[src/rtl/uart_peripheral.sv]
// Memory-mapped 8N1 UART (TXD/RXD/CON). rdata is combinational; TX starts one cycle after a TXD store.
// No backpressure: TXD stores while busy are dropped, and a new RX byte overwrites an unread one (flags OVR).
module uart_peripheral #(
  parameter int CLKS_PER_BIT = 434
) (
  input  logic        clk,
  input  logic        reset,
  input  logic        rd,
  input  logic        wr,
  input  logic [31:0] addr,
  input  logic [31:0] wdata,
  output logic [31:0] rdata,
  input  logic        uart_rx,
  output logic        uart_tx,
  output logic        irqout
);

  localparam int              CW        = $clog2(CLKS_PER_BIT + 1);
  localparam logic [CW-1:0]   BIT_LAST  = CW'(CLKS_PER_BIT - 1);
  localparam logic [CW-1:0]   HALF_LAST = CW'(CLKS_PER_BIT / 2 - 1);
  localparam logic [CW-1:0]   CNT_ONE   = CW'(1);
  localparam logic [31:0]     ADDR_TXD  = 32'h4000_0018;
  localparam logic [31:0]     ADDR_RXD  = 32'h4000_001C;
  localparam logic [31:0]     ADDR_CON  = 32'h4000_0020;

  typedef enum logic [1:0] {S_IDLE, S_START, S_DATA, S_STOP} state_t;

  state_t          tx_state, tx_state_nxt, rx_state, rx_state_nxt;
  logic [CW-1:0]   tx_cnt, tx_cnt_nxt, rx_cnt, rx_cnt_nxt;
  logic [2:0]      tx_bit, tx_bit_nxt, tx_bit_inc, rx_bit, rx_bit_nxt;
  logic [7:0]      tx_byte, rx_shift, rx_shift_nxt, rx_byte;
  logic            tx_line_nxt, tx_accept, tx_done_set, tx_tick, tx_busy;
  logic            rx_meta, rx_sync, rx_sync_d, rx_ok, rx_fe;
  logic            tx_ien, rx_ien, tx_done, rx_valid, ovr, fe;
  logic            sel_txd, sel_rxd, sel_con, txd_wr, rxd_rd, con_wr;

  assign sel_txd    = (addr == ADDR_TXD);
  assign sel_rxd    = (addr == ADDR_RXD);
  assign sel_con    = (addr == ADDR_CON);
  assign txd_wr     = wr & sel_txd;
  assign rxd_rd     = rd & sel_rxd;
  assign con_wr     = wr & sel_con;
  assign tx_tick    = (tx_cnt == BIT_LAST);
  assign tx_busy    = (tx_state != S_IDLE);
  assign tx_bit_inc = tx_bit + 3'd1;

  // ---------------- transmitter ----------------
  always_comb begin
    tx_state_nxt = tx_state;
    tx_cnt_nxt   = tx_cnt + CNT_ONE;
    tx_bit_nxt   = tx_bit;
    tx_line_nxt  = uart_tx;
    tx_accept    = 1'b0;
    tx_done_set  = 1'b0;
    case (tx_state)
      S_IDLE: begin
        tx_cnt_nxt  = '0;
        tx_line_nxt = 1'b1;
        if (txd_wr) begin
          tx_state_nxt = S_START;
          tx_line_nxt  = 1'b0;
          tx_accept    = 1'b1;
        end
      end
      S_START: if (tx_tick) begin
        tx_state_nxt = S_DATA;
        tx_cnt_nxt   = '0;
        tx_bit_nxt   = 3'd0;
        tx_line_nxt  = tx_byte[0];
      end
      S_DATA: if (tx_tick) begin
        tx_cnt_nxt = '0;
        if (tx_bit == 3'd7) begin
          tx_state_nxt = S_STOP;
          tx_line_nxt  = 1'b1;
        end else begin
          tx_bit_nxt  = tx_bit_inc;
          tx_line_nxt = tx_byte[tx_bit_inc];
        end
      end
      S_STOP: if (tx_tick) begin
        tx_state_nxt = S_IDLE;
        tx_cnt_nxt   = '0;
        tx_line_nxt  = 1'b1;
        tx_done_set  = 1'b1;
      end
      default: tx_state_nxt = S_IDLE;
    endcase
  end

  always_ff @(posedge clk) begin
    if (reset) begin
      tx_state <= S_IDLE;
      tx_cnt   <= '0;
      tx_bit   <= 3'd0;
      uart_tx  <= 1'b1;
      tx_byte  <= 8'h00;
    end else begin
      tx_state <= tx_state_nxt;
      tx_cnt   <= tx_cnt_nxt;
      tx_bit   <= tx_bit_nxt;
      uart_tx  <= tx_line_nxt;
      if (tx_accept) tx_byte <= wdata[7:0];
    end
  end

  // ---------------- receiver ----------------
  always_comb begin
    rx_state_nxt = rx_state;
    rx_cnt_nxt   = rx_cnt + CNT_ONE;
    rx_bit_nxt   = rx_bit;
    rx_shift_nxt = rx_shift;
    rx_ok        = 1'b0;
    rx_fe        = 1'b0;
    case (rx_state)
      S_IDLE: begin
        rx_cnt_nxt = '0;
        if (rx_sync_d & ~rx_sync) rx_state_nxt = S_START;
      end
      // Mid-start-bit re-check rejects short glitches on the line.
      S_START: if (rx_cnt == HALF_LAST) begin
        rx_cnt_nxt   = '0;
        rx_bit_nxt   = 3'd0;
        rx_state_nxt = rx_sync ? S_IDLE : S_DATA;
      end
      S_DATA: if (rx_cnt == BIT_LAST) begin
        rx_cnt_nxt   = '0;
        rx_shift_nxt = {rx_sync, rx_shift[7:1]};
        if (rx_bit == 3'd7) rx_state_nxt = S_STOP;
        else                rx_bit_nxt   = rx_bit + 3'd1;
      end
      S_STOP: if (rx_cnt == BIT_LAST) begin
        rx_state_nxt = S_IDLE;
        rx_cnt_nxt   = '0;
        rx_ok        = rx_sync;
        rx_fe        = ~rx_sync;
      end
      default: rx_state_nxt = S_IDLE;
    endcase
  end

  always_ff @(posedge clk) begin
    if (reset) begin
      rx_meta   <= 1'b1;
      rx_sync   <= 1'b1;
      rx_sync_d <= 1'b1;
      rx_state  <= S_IDLE;
      rx_cnt    <= '0;
      rx_bit    <= 3'd0;
      rx_shift  <= 8'h00;
    end else begin
      rx_meta   <= uart_rx;
      rx_sync   <= rx_meta;
      rx_sync_d <= rx_sync;
      rx_state  <= rx_state_nxt;
      rx_cnt    <= rx_cnt_nxt;
      rx_bit    <= rx_bit_nxt;
      rx_shift  <= rx_shift_nxt;
    end
  end

  // ---------------- control/status ----------------
  // Set events take priority over clears issued in the same cycle.
  always_ff @(posedge clk) begin
    if (reset) begin
      tx_ien   <= 1'b0;
      rx_ien   <= 1'b0;
      tx_done  <= 1'b0;
      rx_valid <= 1'b0;
      ovr      <= 1'b0;
      fe       <= 1'b0;
      rx_byte  <= 8'h00;
    end else begin
      if (con_wr) begin
        tx_ien <= wdata[0];
        rx_ien <= wdata[1];
      end
      if (tx_done_set)             tx_done <= 1'b1;
      else if (con_wr & wdata[2])  tx_done <= 1'b0;
      if (rx_ok)                   rx_valid <= 1'b1;
      else if (rxd_rd)             rx_valid <= 1'b0;
      if (rx_ok)                   rx_byte <= rx_shift;
      if (rx_ok & rx_valid)        ovr <= 1'b1;
      else if (con_wr & wdata[5])  ovr <= 1'b0;
      if (rx_fe)                   fe <= 1'b1;
      else if (con_wr & wdata[6])  fe <= 1'b0;
    end
  end

  always_comb begin
    rdata = 32'h0;
    if (rd) begin
      if (sel_txd)      rdata = {24'h0, tx_byte};
      else if (sel_rxd) rdata = {24'h0, rx_byte};
      else if (sel_con) rdata = {25'h0, fe, ovr, tx_busy, rx_valid, tx_done, rx_ien, tx_ien};
    end
  end

  assign irqout = (tx_ien & tx_done) | (rx_ien & rx_valid);

endmodule

[config.mk]
export PLATFORM = sky130hd
export DESIGN_NAME = uart_peripheral
export DESIGN_NICKNAME = d
export VERILOG_FILES = /design/src/rtl/uart_peripheral.sv
export SDC_FILE = /design/constraint.sdc
export NUM_CORES = 1
export LEC_CHECK = 0
export ABC_CLOCK_PERIOD_IN_PS = 9250
export CAP_MARGIN = 30
export CORE_MARGIN = 5
export CORE_UTILIZATION = 25
export CTS_CLUSTER_DIAMETER = 80
export DETAILED_ROUTE_END_ITERATION = 6
export PLACE_DENSITY = 0.44
export SLEW_MARGIN = 40
export SYNTH_ARGS = -nofsm -noshare
export SYNTH_HDL_FRONTEND = slang
export SYNTH_SLANG_ARGS = --single-unit
[constraint.sdc]
create_clock -name clk -period 9.25 [get_ports clk]
set_input_delay 2.775 -clock clk [delete_from_list [all_inputs] [get_ports clk]]
set_output_delay 2.775 -clock clk [all_outputs]
set_load 0.02 [all_outputs]
After elaboration in Yosys (flattened, before gate mapping) --
Cells that the tools add are included.
Word-level totals: output and inout port bits 34, word-level logic and storage cells 133, input port bits 69, bits in registers 62
Cells by class: $lt $le $gt $ge 1, equal/unequal tests 26, bitwise operators 12, reduce and logical (&&, ||, !) cells 17, muxes and demuxes 54, add/subtract/negate cells 4
Operators with widths (number):
- 32-bit by 31-bit equality test with 1-bit output (second input constant) | 3
- 9-bit two-way mux | 3
- 9-bit one-hot mux with 3 select lines | 1
- 8-bit two-way mux | 3
- 2-bit != test (second input constant) | 12
- 1-bit two-way mux | 22
- 2-bit two-way mux | 11
- 9-bit by 1-bit adder with 9-bit output (second input constant) | 2
- 9-bit equality test (second input constant) | 2
- 3-bit two-way mux | 6
- 9-bit one-hot mux with 2 select lines | 1
- 2-bit one-hot mux with 4 select lines | 2
- 2-bit nonzero test | 7
- 3-bit one-hot mux with 2 select lines | 2
- 1-bit bitwise AND | 10
- 5-bit AND reduction | 2
- 9-bit by 8-bit equality test with 1-bit output (second input constant) | 1
- 2-bit equality test (second input constant) | 4
- 4-bit AND reduction | 2
- 7-bit two-way mux | 1
- 3-bit by 1-bit adder with 3-bit output (second input constant) | 2
- 3-bit equality test (second input constant) | 2
- 2-bit by 1-bit equality test with 1-bit output (second input constant) | 2
- 2-bit logical NOT | 2
- 9 further kinds | 9

Depth between registers and ports, before layout --
Gate-level depths: netlist of the first run.
depth in word-level cells 6, gate-level depth with buffers 9, mapped depth without buffers 7

Least setup slack after synthesis of the first run --
OpenSTA, ideal clock, no wires.
path kind input-to-output, from input port addr[14], to output port rdata[0], setup slack 2.171 ns, arrival 4.304 ns, data required time 6.475 ns, stages 5, path buffers 1, cells stage by stage or4_1 nor4_4 buf_6 a221oi_1 nor2_1
Between the ends: cells in the longest elaborated chain, start to end 5, elaborated cells on any way between the ends 7, classes of those cells eq/ne: 3; mux: 4
Ends and longest elaborated chain:
- start: declaration | line 10 | input logic [31:0] addr,
- 32-bit by 31-bit equality test with 1-bit output | line 39 | assign sel_con = (addr == ADDR_CON);
- 7-bit two-way mux | line 195 | else if (sel_con) rdata = {25'h0, fe, ovr, tx_busy, rx_valid, tx_done, rx_ien, tx_ien};
- 8-bit two-way mux | line 194 | else if (sel_rxd) rdata = {24'h0, rx_byte};
- 8-bit two-way mux (*) | line 193 | if (sel_txd) rdata = {24'h0, tx_byte};
- 8-bit two-way mux (*) | line 192 | if (rd) begin
- end: declaration | line 12 | output logic [31:0] rdata,
Mark *: on every way between the ends. The rest lies on a longest branch, timed or not.

Worst setup path in the final report of the first run --
from input port addr[26], to output port rdata[2]
The elaborated chain is that of the path after synthesis.

==> impl_metrics.yaml, run 1 <==
yosys:
  syn_inst: 360
  synth_cell_types: 59
  synth_top_family_by_area: "simple AND/OR/NAND/NOR gates"
  synth_edf_count: 0
  avgSynthCellArea_um2: 9.16
  synth_fa_ha_area_frac: 0.0493
  yosys.area_share.simple: 0.235
  ys_ff_latch: 62
  synthMuxAreaShare: 0.105
  yosys_warnings: 0
  ys_seq_area_frac: 0.376
  syn_area_um2: 3300
  ys.flop_type: "dfxtp_1"
  synth_compound_area_frac: 0.106
  synthXorXnorAreaFrac: 0.0372
  async_reset_ff_frac: 0
cts:
  cts_hold_repair.buffers: 0
  cts_sinks: 62
  cts_max_path_buffers: 2
  htreeDepth: 3
  cts_buffers: 9
  clkSlewWorstSetupHoldPaths_ns: 0.05
  cts_tree: "yes"
  post_cts_buffers: 0
  clock_latency_ns: 0.32
  post_cts_resized: 0
  cts_root_buf: "clkbuf_16"
place:
  dpl.hpwl_mm: 6.16
  place.port_buffers: 54
  place_congestion: 0.736
global_route:
  grt_max_degree: 45
  grt_pass1_vias: 2607
  grt_pass1_wl_mm: 13.3
  grt_use_total: 0.106
  grt_use_met2: 0.183
  use_met3: 0.0279
  grt-busiest-layer: "met2"
  grt-ovfl-total: 0
  grt_use_met1: 0.125
  antenna_found_initial: 0
pwr:
  clkPwrFrac: 0.510
  switching_share: 0.224
  internal_power_mw: 0.553
  sequentialPowerShare: 0.388
  p_leak_nw: 1.64
  vdd_drop_max_v: 0.0000898
  switching_power_mw: 0.159
  combinationalPowerShare: 0.102
  power_density_nw_per_um2: 167
timing:
  finalSetupViolCount: 0
  rsz0062_at_grt: "no"
  min_period_over_period: 0.915
  skew_ns: 0.00385
  maxSlewViolCount: 0
  fmax_ghz: 0.118
  max-slew-margin-rel: 0.451
  period_minus_slack_ns: 8.47
  worst_pin_slew_ns: 0.817
  hold_violations: 0
  fin_tns_setup_ns: 0
run_status:
  status: "complete, no violations"
setup_path:
  r2r_cells: 6
  setup.worst_path.end_class: "output port"
  cp_top_family: "simple AND/OR/NAND/NOR gates"
  crit_chain: "clkdlybuf4s50_1 -> nor4_2 -> nand4_2 -> nor4_4 -> a221oi_1 -> nor2_1 -> clkdlybuf4s50_1"
  slowest_delay_ns: 0.83
  crit_arrival_ns: 5.69
  cp_common_cell: "clkdlybuf4s50_1"
  critPathKind: "in -> out"
  r2r_slack_ns: 6.70
  critPathRequiredTime_ns: 6.48
  crit_fanout: 12
  critPathBufInv: 2
  slowest_stage: "nor4_4"
  startpoint_type: "input port"
  reg2reg_from: "rx_cnt[0]"
  crit_end: "rdata[2]"
  cp.depth: 7
  startpoint: "addr[26]"
  r2r-end: "rx_bit[0]"
final_layout:
  final_nets: 497
  n_antenna_cell: 0
  final_cell_mix: "nor2_1 (62), dfxtp_1 (62), clkdlybuf4s50_1 (54)"
  area_growth_pct: 29.3
  drive_gt1_frac: 0.100
  final_util: 0.326
  fillerInstances: 1374
routing:
  drt_iter0_drc: 110
  first_pass_iters: 4
  postRouteWirelength_mm: 8.14
  num_vias: 2633
  wl_per_cell_um: 13.7
  drc: 0
  ant_nets: 0
  routed_via_density: 4.43
worst_hold_path:
  hold_path_class: "reg -> reg"
die:
  num_rows: 42
  die_x_um: 125
  num_io_pins: 103
  die_h_um: 125
  fp.coreArea_um2: 13100
  die_area_um2: 15600
  start_util: 0.252
flow_run:
  cap_violations: 0
[synth_stat cells, types with 6 or more instances]
master     n  area share
nand2_1   12       0.014
inv_1     12       0.014
xor2_1     8       0.021
buf_4     25       0.057
dfxtp_1   62        0.38
nand3_1   11       0.017
a21oi_1    8       0.012
ha_1      13       0.049
mux2i_1   29       0.088
xnor2_1    6       0.016
nor2_1    62       0.071
clkbuf_1   9       0.010
a221oi_1   7       0.019
o21ai_0    8       0.012
[per-stage QoR]
| step | cell area [µm²] | setup WS (ns) | cells | total power, mW | hold WS [ns] |
|---|---|---|---|---|---|
| floorplan | 3380 | 2.17 | 383 | 0.329 | 0.389 |
| global placement | 3940 | 0.734 | 580 | 0.354 | 0.402 |
| detailed placement | 3940 | 0.753 | 580 | 0.354 | 0.403 |
| CTS | 4260 | 0.737 | 595 | 0.723 | 0.424 |
| global route | 4260 | 0.590 | 595 | 0.744 | 0.439 |
| finish | 4260 | 0.782 | 595 | 0.712 | 0.422 |
[routing by layer]
| layer | share of wire | routed length, µm |
|---|---|---|
| met3 | 0.042 | 338 |
| met5 | 0 | 0 |
| met2 | 0.50 | 4040 |
| met4 | 0.016 | 131 |
| met1 | 0.45 | 3620 |
[registers in the layout (all words and copies together) (netlist names), named ones only]
name / flops
rx_sync: 1
fe: 1
rx_sync_d: 1
tx_bit: 3
tx_done: 1
tx_state: 2
tx_cnt: 9
rx_shift: 8
rx_valid: 1
rx_ien: 1
rx_byte: 8
rx_bit: 3
tx_ien: 1
ovr: 1
uart_tx: 1
tx_byte: 8
rx_meta: 1
rx_cnt: 9
rx_state: 1
[logic make-up (layout without fill, tap and decap cells)]
kind of cell	after synthesis	after routing
AND/OR/NAND/NOR	140	140
flip-flops	62	62
AO/OA/AOI/OAI	47	47
XOR/XNOR	14	14
adder cells (fa/ha/maj)	13	13
other	1	24
buffers and inverters	51	87
multiplexers	32	32
[power groups by stage]
stage / Clock, mW / Combinational (mW) / Sequential (mW)
global route: 0.386 / 0.0813 / 0.277
finish: 0.363 / 0.0725 / 0.277
CTS: 0.374 / 0.0728 / 0.276
global placement: 0 / 0.0721 / 0.282
floorplan: 0 / 0.0465 / 0.282
detailed placement: 0 / 0.0724 / 0.282
[worst min-delay path by stage]
stage               cells after the start  slack (ns)    start      end
floorplan                               1        0.39  rx_meta  rx_sync
global placement                        1        0.40  rx_meta  rx_sync
detailed placement                      1        0.40  rx_meta  rx_sync
CTS                                     1        0.42  rx_meta  rx_sync
global route                            1        0.44  rx_meta  rx_sync
finish                                  1        0.42  rx_meta  rx_sync
[area by class of cell]
class	instances	area, µm²	area share
clock buffers	11	253	0.0593
clock inverters	4	70.1	0.0164
inverters	13	48.8	0.0114
multi-input cells	270	1850	0.434
flip-flops and latches	62	1240	0.291
well taps	176	220	0.0517
repair buffers	59	578	0.136
Note: power is estimated with default switching activity, not from simulation.
==> run 2, diff against run 1 <==
--- a/config.mk
+++ b/config.mk
@@ -8,10 +8,11 @@
 export ABC_CLOCK_PERIOD_IN_PS = 9250
 export CAP_MARGIN = 30
 export CORE_MARGIN = 5
-export CORE_UTILIZATION = 25
+export CORE_UTILIZATION = 43
+export CTS_BUF_LIST = sky130_fd_sc_hd__clkbuf_16
 export CTS_CLUSTER_DIAMETER = 80
 export DETAILED_ROUTE_END_ITERATION = 6
-export PLACE_DENSITY = 0.44
+export PLACE_DENSITY = 0.72
 export SLEW_MARGIN = 40
 export SYNTH_ARGS = -nofsm -noshare
 export SYNTH_HDL_FRONTEND = slang
==> run 2 against run 1 <==
Against the previous run: die area fell by 39%; clock-buffer cell count shrank 2; register-to-register slack improved by 0.06 ns; critical path depth did not move; sequential power is essentially flat; sequential share of layout area rose by 1.1 points; final area fell by 3.6%; sequential cell count is the same; combinational power shrank 2%; clock power fell by 13%; critical path type unchanged; critical endpoint is now rdata[4].
==> impl_metrics.yaml, run 2 (same netlist as run 1, synthesis figures left out) <==
routing:
  first_pass_iters: 4
  drt_iter0_drc: 135
  routed_via_density: 5.05
  ant_nets: 0
  wl_per_cell_um: 13.8
  num_vias: 2616
  postRouteWirelength_mm: 7.15
  drc: 0
timing:
  period_minus_slack_ns: 8.41
  skew_ns: 0.00486
  finalSetupViolCount: 0
  min_period_over_period: 0.909
  fin_tns_setup_ns: 0
  hold_violations: 0
  max-slew-margin-rel: 0.466
  maxSlewViolCount: 0
  finalWorstSetupSlack_ns: 0.843
  fmax_ghz: 0.119
  rsz0062_at_grt: "no"
  worst_pin_slew_ns: 0.795
setup_path:
  slowest_delay_ns: 0.82
  crit_arrival_ns: 5.63
  crit_end: "rdata[4]"
  startpoint: "addr[18]"
  crit_chain: "clkdlybuf4s50_1 -> nor4_2 -> nand4_2 -> nor4_4 -> a221oi_1 -> nor2_1 -> clkdlybuf4s50_1"
  startpoint_type: "input port"
  cp_top_family: "simple AND/OR/NAND/NOR gates"
  crit_fanout: 14
  cp.depth: 7
  reg2reg_from: "rx_cnt[0]"
  r2r_slack_ns: 6.76
  r2r-end: "rx_bit[0]"
  r2r_cells: 6
  critPathKind: "in -> out"
  critPathBufInv: 2
  setup.worst_path.end_class: "output port"
  cp_common_cell: "clkdlybuf4s50_1"
  critPathRequiredTime_ns: 6.48
  slowest_stage: "nor4_4"
die:
  start_util: 0.433
  die_x_um: 97.6
  die_area_um2: 9520
  num_io_pins: 103
  num_rows: 32
  die_h_um: 97.6
  fp.coreArea_um2: 7610
pwr:
  power_density_nw_per_um2: 161
  switching_share: 0.233
  vdd_drop_max_v: 0.000124
  clkPwrFrac: 0.475
  sequentialPowerShare: 0.418
  combinationalPowerShare: 0.107
  p_leak_nw: 1.60
  switching_power_mw: 0.155
  internal_power_mw: 0.508
final_layout:
  final_nets: 494
  drive_gt1_frac: 0.0913
  design_area_um2: 4110
  final_util: 0.540
  final_cell_mix: "nor2_1 (62), dfxtp_1 (62), clkdlybuf4s50_1 (54)"
  top_regs: "rx_cnt x9, tx_cnt x9"
  n_antenna_cell: 0
  area_growth_pct: 24.7
worst_hold_path:
  hold_path_class: "reg -> reg"
place:
  dp_slack_ns: 0.837
  postPlaceCellArea_um2: 3830
  place_congestion: 0.804
  dpl.hpwl_mm: 5.30
  place.port_buffers: 54
cts:
  clkSlewWorstSetupHoldPaths_ns: 0.05
  cts_hold_repair.buffers: 0
  clock_latency_ns: 0.32
  post_cts_buffers: 0
  post_cts_resized: 0
  cts_buffers: 9
  cts_max_path_buffers: 2
  cts_sinks: 62
  htreeDepth: 3
  cts_tree: "yes"
  cts_root_buf: "clkbuf_16"
global_route:
  grt_max_degree: 45
  antenna_found_initial: 0
  grt-ovfl-total: 0
  grt_pass1_wl_mm: 11.9
  grt_use_total: 0.150
  grt_pass1_vias: 2588
run_status:
  status: "complete, no violations"
flow_run:
  cap_violations: 0
run 2: changes by cell type in the layout (fill, tap and decap cells not counted):
| cell | previous run | this run |
|---|---|---|
| inv_1 | 12 | 13 |
| clkbuf_8 | 2 | 0 |
| buf_4 | 5 | 2 |
| o2111ai_2 | 0 | 1 |
| o2111ai_1 | 2 | 1 |
| clkinv_1 | 1 | 2 |
| bufinv_16 | 2 | 1 |
| clkinvlp_4 | 0 | 1 |
run 2: area by class of cell:
class	count	area [µm²]
Fill cell	696	3500
Multi-Input combinational cell	270	1860
Sequential cell	62	1240
Timing Repair Buffer	56	556
Clock buffer	9	225
Tap cell	102	128
Clock inverter	6	55.1
Inverter	13	48.8
run 2: per-stage QoR:
stage / power (mW) / hold slack [ns] / std cells
after floorplan: 0.329 / 0.389 / 383
after global placement: 0.351 / 0.394 / 503
after detailed placement: 0.353 / 0.394 / 503
after CTS: 0.671 / 0.405 / 518
after global routing: 0.688 / 0.418 / 518
final: 0.663 / 0.404 / 518
run 2: worst min path at each step:
| stage | to | cells after the start | from | slack, ns |
|---|---|---|---|---|
| after floorplan | rx_sync | 1 | rx_meta | 0.39 |
| after global placement | rx_sync | 1 | rx_meta | 0.39 |
| after detailed placement | rx_sync | 1 | rx_meta | 0.39 |
| after CTS | rx_sync | 1 | rx_meta | 0.41 |
| after global routing | rx_sync | 1 | rx_meta | 0.42 |
| final | rx_sync | 1 | rx_meta | 0.40 |
run 2: power groups by stage:
stage          logic, mW  clock network, mW  registers (mW)
6_report          0.0711              0.315           0.277
5_1_grt           0.0785              0.333           0.277
4_1_cts           0.0714              0.323           0.277
3_5_place_dp      0.0706                  0           0.282
3_3_place_gp      0.0697                  0           0.282
2_1_floorplan     0.0465                  0           0.282
run 2: per-layer routing:
layer / wire length (µm) / up-vias / track usage
li1: - / 1324 / -
met1: 3100 / 1226 / 0.182
met2: 3680 / 57 / 0.261
met3: 282 / 9 / 0.0366
met4: 87 / 0 / 0.0469
met5: 0 / - / 0
run 2: worst register-to-register path: stages, from the launching register on:
cell and delay [ns]:
dfxtp_1 0.45, ha_1 0.18, nor2b_1 0.15, nand4_1 0.55, or2_2 0.54, or4_1 0.41
o311ai_0 0.09
==> run 3, diff against run 2 <==
--- a/config.mk
+++ b/config.mk
@@ -7,12 +7,13 @@
 export LEC_CHECK = 0
 export ABC_CLOCK_PERIOD_IN_PS = 9250
 export CAP_MARGIN = 30
+export CORE_ASPECT_RATIO = 1.4
 export CORE_MARGIN = 5
-export CORE_UTILIZATION = 43
+export CORE_UTILIZATION = 50
 export CTS_BUF_LIST = sky130_fd_sc_hd__clkbuf_16
 export CTS_CLUSTER_DIAMETER = 80
 export DETAILED_ROUTE_END_ITERATION = 6
-export PLACE_DENSITY = 0.72
+export PLACE_DENSITY = 0.82
 export SLEW_MARGIN = 40
 export SYNTH_ARGS = -nofsm -noshare
 export SYNTH_HDL_FRONTEND = slang
==> run 3 against run 2 <==
Against the previous run: sequential power is essentially flat; global-route usage grew 3.4 points; wire length rose by 5.3%; setup slack got worse by 0.013 ns; clock skew is 0.00073 ns higher; clock-buffer cell count stayed put; power increased by 4.9%; combinational power increased by 3%; sequential cell count did not move; critical endpoint is now rdata[5]; highest routed layer unchanged.
==> impl_metrics.yaml, run 3 (same netlist as run 1, synthesis figures left out) <==
cts:
  cts_hold_repair.buffers: 0
  htreeDepth: 3
  post_cts_buffers: 0
  clkSlewWorstSetupHoldPaths_ns: 0.05
  post_cts_resized: 0
  clock_latency_ns: 0.33
  cts_buffers: 9
  cts_tree: "yes"
  cts_sinks: 62
  cts_max_path_buffers: 2
  cts_root_buf: "clkbuf_16"
pwr:
  p_leak_nw: 1.62
  internal_power_mw: 0.537
  switching_power_mw: 0.159
  combinationalPowerShare: 0.105
  power_density_nw_per_um2: 170
  vdd_drop_max_v: 0.000121
  sequentialPowerShare: 0.397
  switching_share: 0.229
  clkPwrFrac: 0.498
setup_path:
  setup.worst_path.end_class: "output port"
  critPathRequiredTime_ns: 6.48
  crit_fanout: 14
  crit_arrival_ns: 5.65
  startpoint_type: "input port"
  critPathKind: "in -> out"
final_layout:
  final_util: 0.629
  drive_gt1_frac: 0.0911
  final_cells: 491
  n_antenna_cell: 0
  area_growth_pct: 24.4
  final_cell_mix: "nor2_1 (62), dfxtp_1 (62), clkdlybuf4s50_1 (54)"
  top_regs: "rx_cnt x9, tx_cnt x9"
  fillerInstances: 536
  final_nets: 494
global_route:
  grt_pass1_wl_mm: 12.2
  grt-ovfl-total: 0
  grt_use_total: 0.184
  grt_max_degree: 45
  grt_pass1_vias: 2766
  antenna_found_initial: 0
timing:
  period_minus_slack_ns: 8.42
  worst_pin_slew_ns: 0.836
  holdWs_ns: 0.417
  finalSetupViolCount: 0
  hold_violations: 0
  rsz0062_at_grt: "no"
  fin_tns_setup_ns: 0
  max-slew-margin-rel: 0.439
  min_period_over_period: 0.910
  maxSlewViolCount: 0
  skew_ns: 0.00560
  fmax_ghz: 0.119
run_status:
  status: "complete, no violations"
place:
  dpl.hpwl_mm: 5.44
  place.port_buffers: 54
  place_congestion: 0.843
  dp.cells: 475
routing:
  ant_nets: 0
  first_pass_iters: 4
  drc: 0
  wl_per_cell_um: 15.3
  routed_via_density: 5.48
  postRouteWirelength_mm: 7.53
  drt_iter0_drc: 214
  num_vias: 2689
die:
  num_rows: 35
  fp.coreArea_um2: 6530
  start_util: 0.505
  num_io_pins: 103
  die_area_um2: 8340
  die_x_um: 78.6
  die_h_um: 106
flow_run:
  cap_violations: 0
worst_hold_path:
  hold_path_class: "reg -> reg"
-- run 3: changes by cell type in the layout (fill, tap and decap cells not counted), sizes merged --
cell and change:
bufinv +1, clkinvlp -1, inv +1
-- run 3: per-stage QoR --
stage,power (mW),setup slack [ns],instance area [µm²]
2_1_floorplan,0.329,2.17,3380
3_3_place_gp,0.351,0.867,3790
3_5_place_dp,0.353,0.863,3800
4_1_cts,0.698,0.825,4100
5_1_grt,0.719,0.676,4100
6_report,0.696,0.830,4100
-- run 3: power groups by stage --
stage	Sequential, mW	Combinational, mW	Clock, mW
after detailed placement	0.282	0.0709	0
after global placement	0.281	0.0694	0
after floorplan	0.282	0.0465	0
after global routing	0.277	0.0782	0.365
final	0.276	0.0730	0.346
after CTS	0.276	0.0720	0.349
-- run 3: final timing paths --
| path | slack [ns] | startpoint | cells past startpoint | end |
|---|---|---|---|---|
| worst max-delay path | 0.83 | addr[26] | 7 | rdata[5] |
| worst min-delay path | 0.42 | rx_meta | 1 | rx_sync |
| worst max register to register | 6.73 | rx_cnt[0] | 6 | rx_bit[0] |
| worst min register to register | 0.42 | rx_meta | 1 | rx_sync |
-- run 3: metal layers --
metal  up-vias  routed length, µm  global-route usage
met5         -                  0                   0
met4         0                199              0.0975
met3        18                322              0.0424
met2        74               4160               0.340
met1      1274               2840               0.188
li1       1323                  -                   -
-- run 3: layout make-up --
class,instances,area (µm²),share of cell area
clock buffer,9,225,0.0549
clock inverter,7,81.3,0.0198
inverter,13,48.8,0.0119
multi-input combinational,270,1860,0.453
sequential,62,1240,0.303
tap,74,92.6,0.0226
timing repair buffer,56,556,0.135
-- run 3: worst max-delay path, cell delays in order --
cell             delay (ns)
clkdlybuf4s50_1        0.42
nor4_2                 0.30
nand4_2                0.29
nor4_4                 0.83
a221oi_1               0.21
nor2_1                 0.19
clkdlybuf4s50_1        0.63
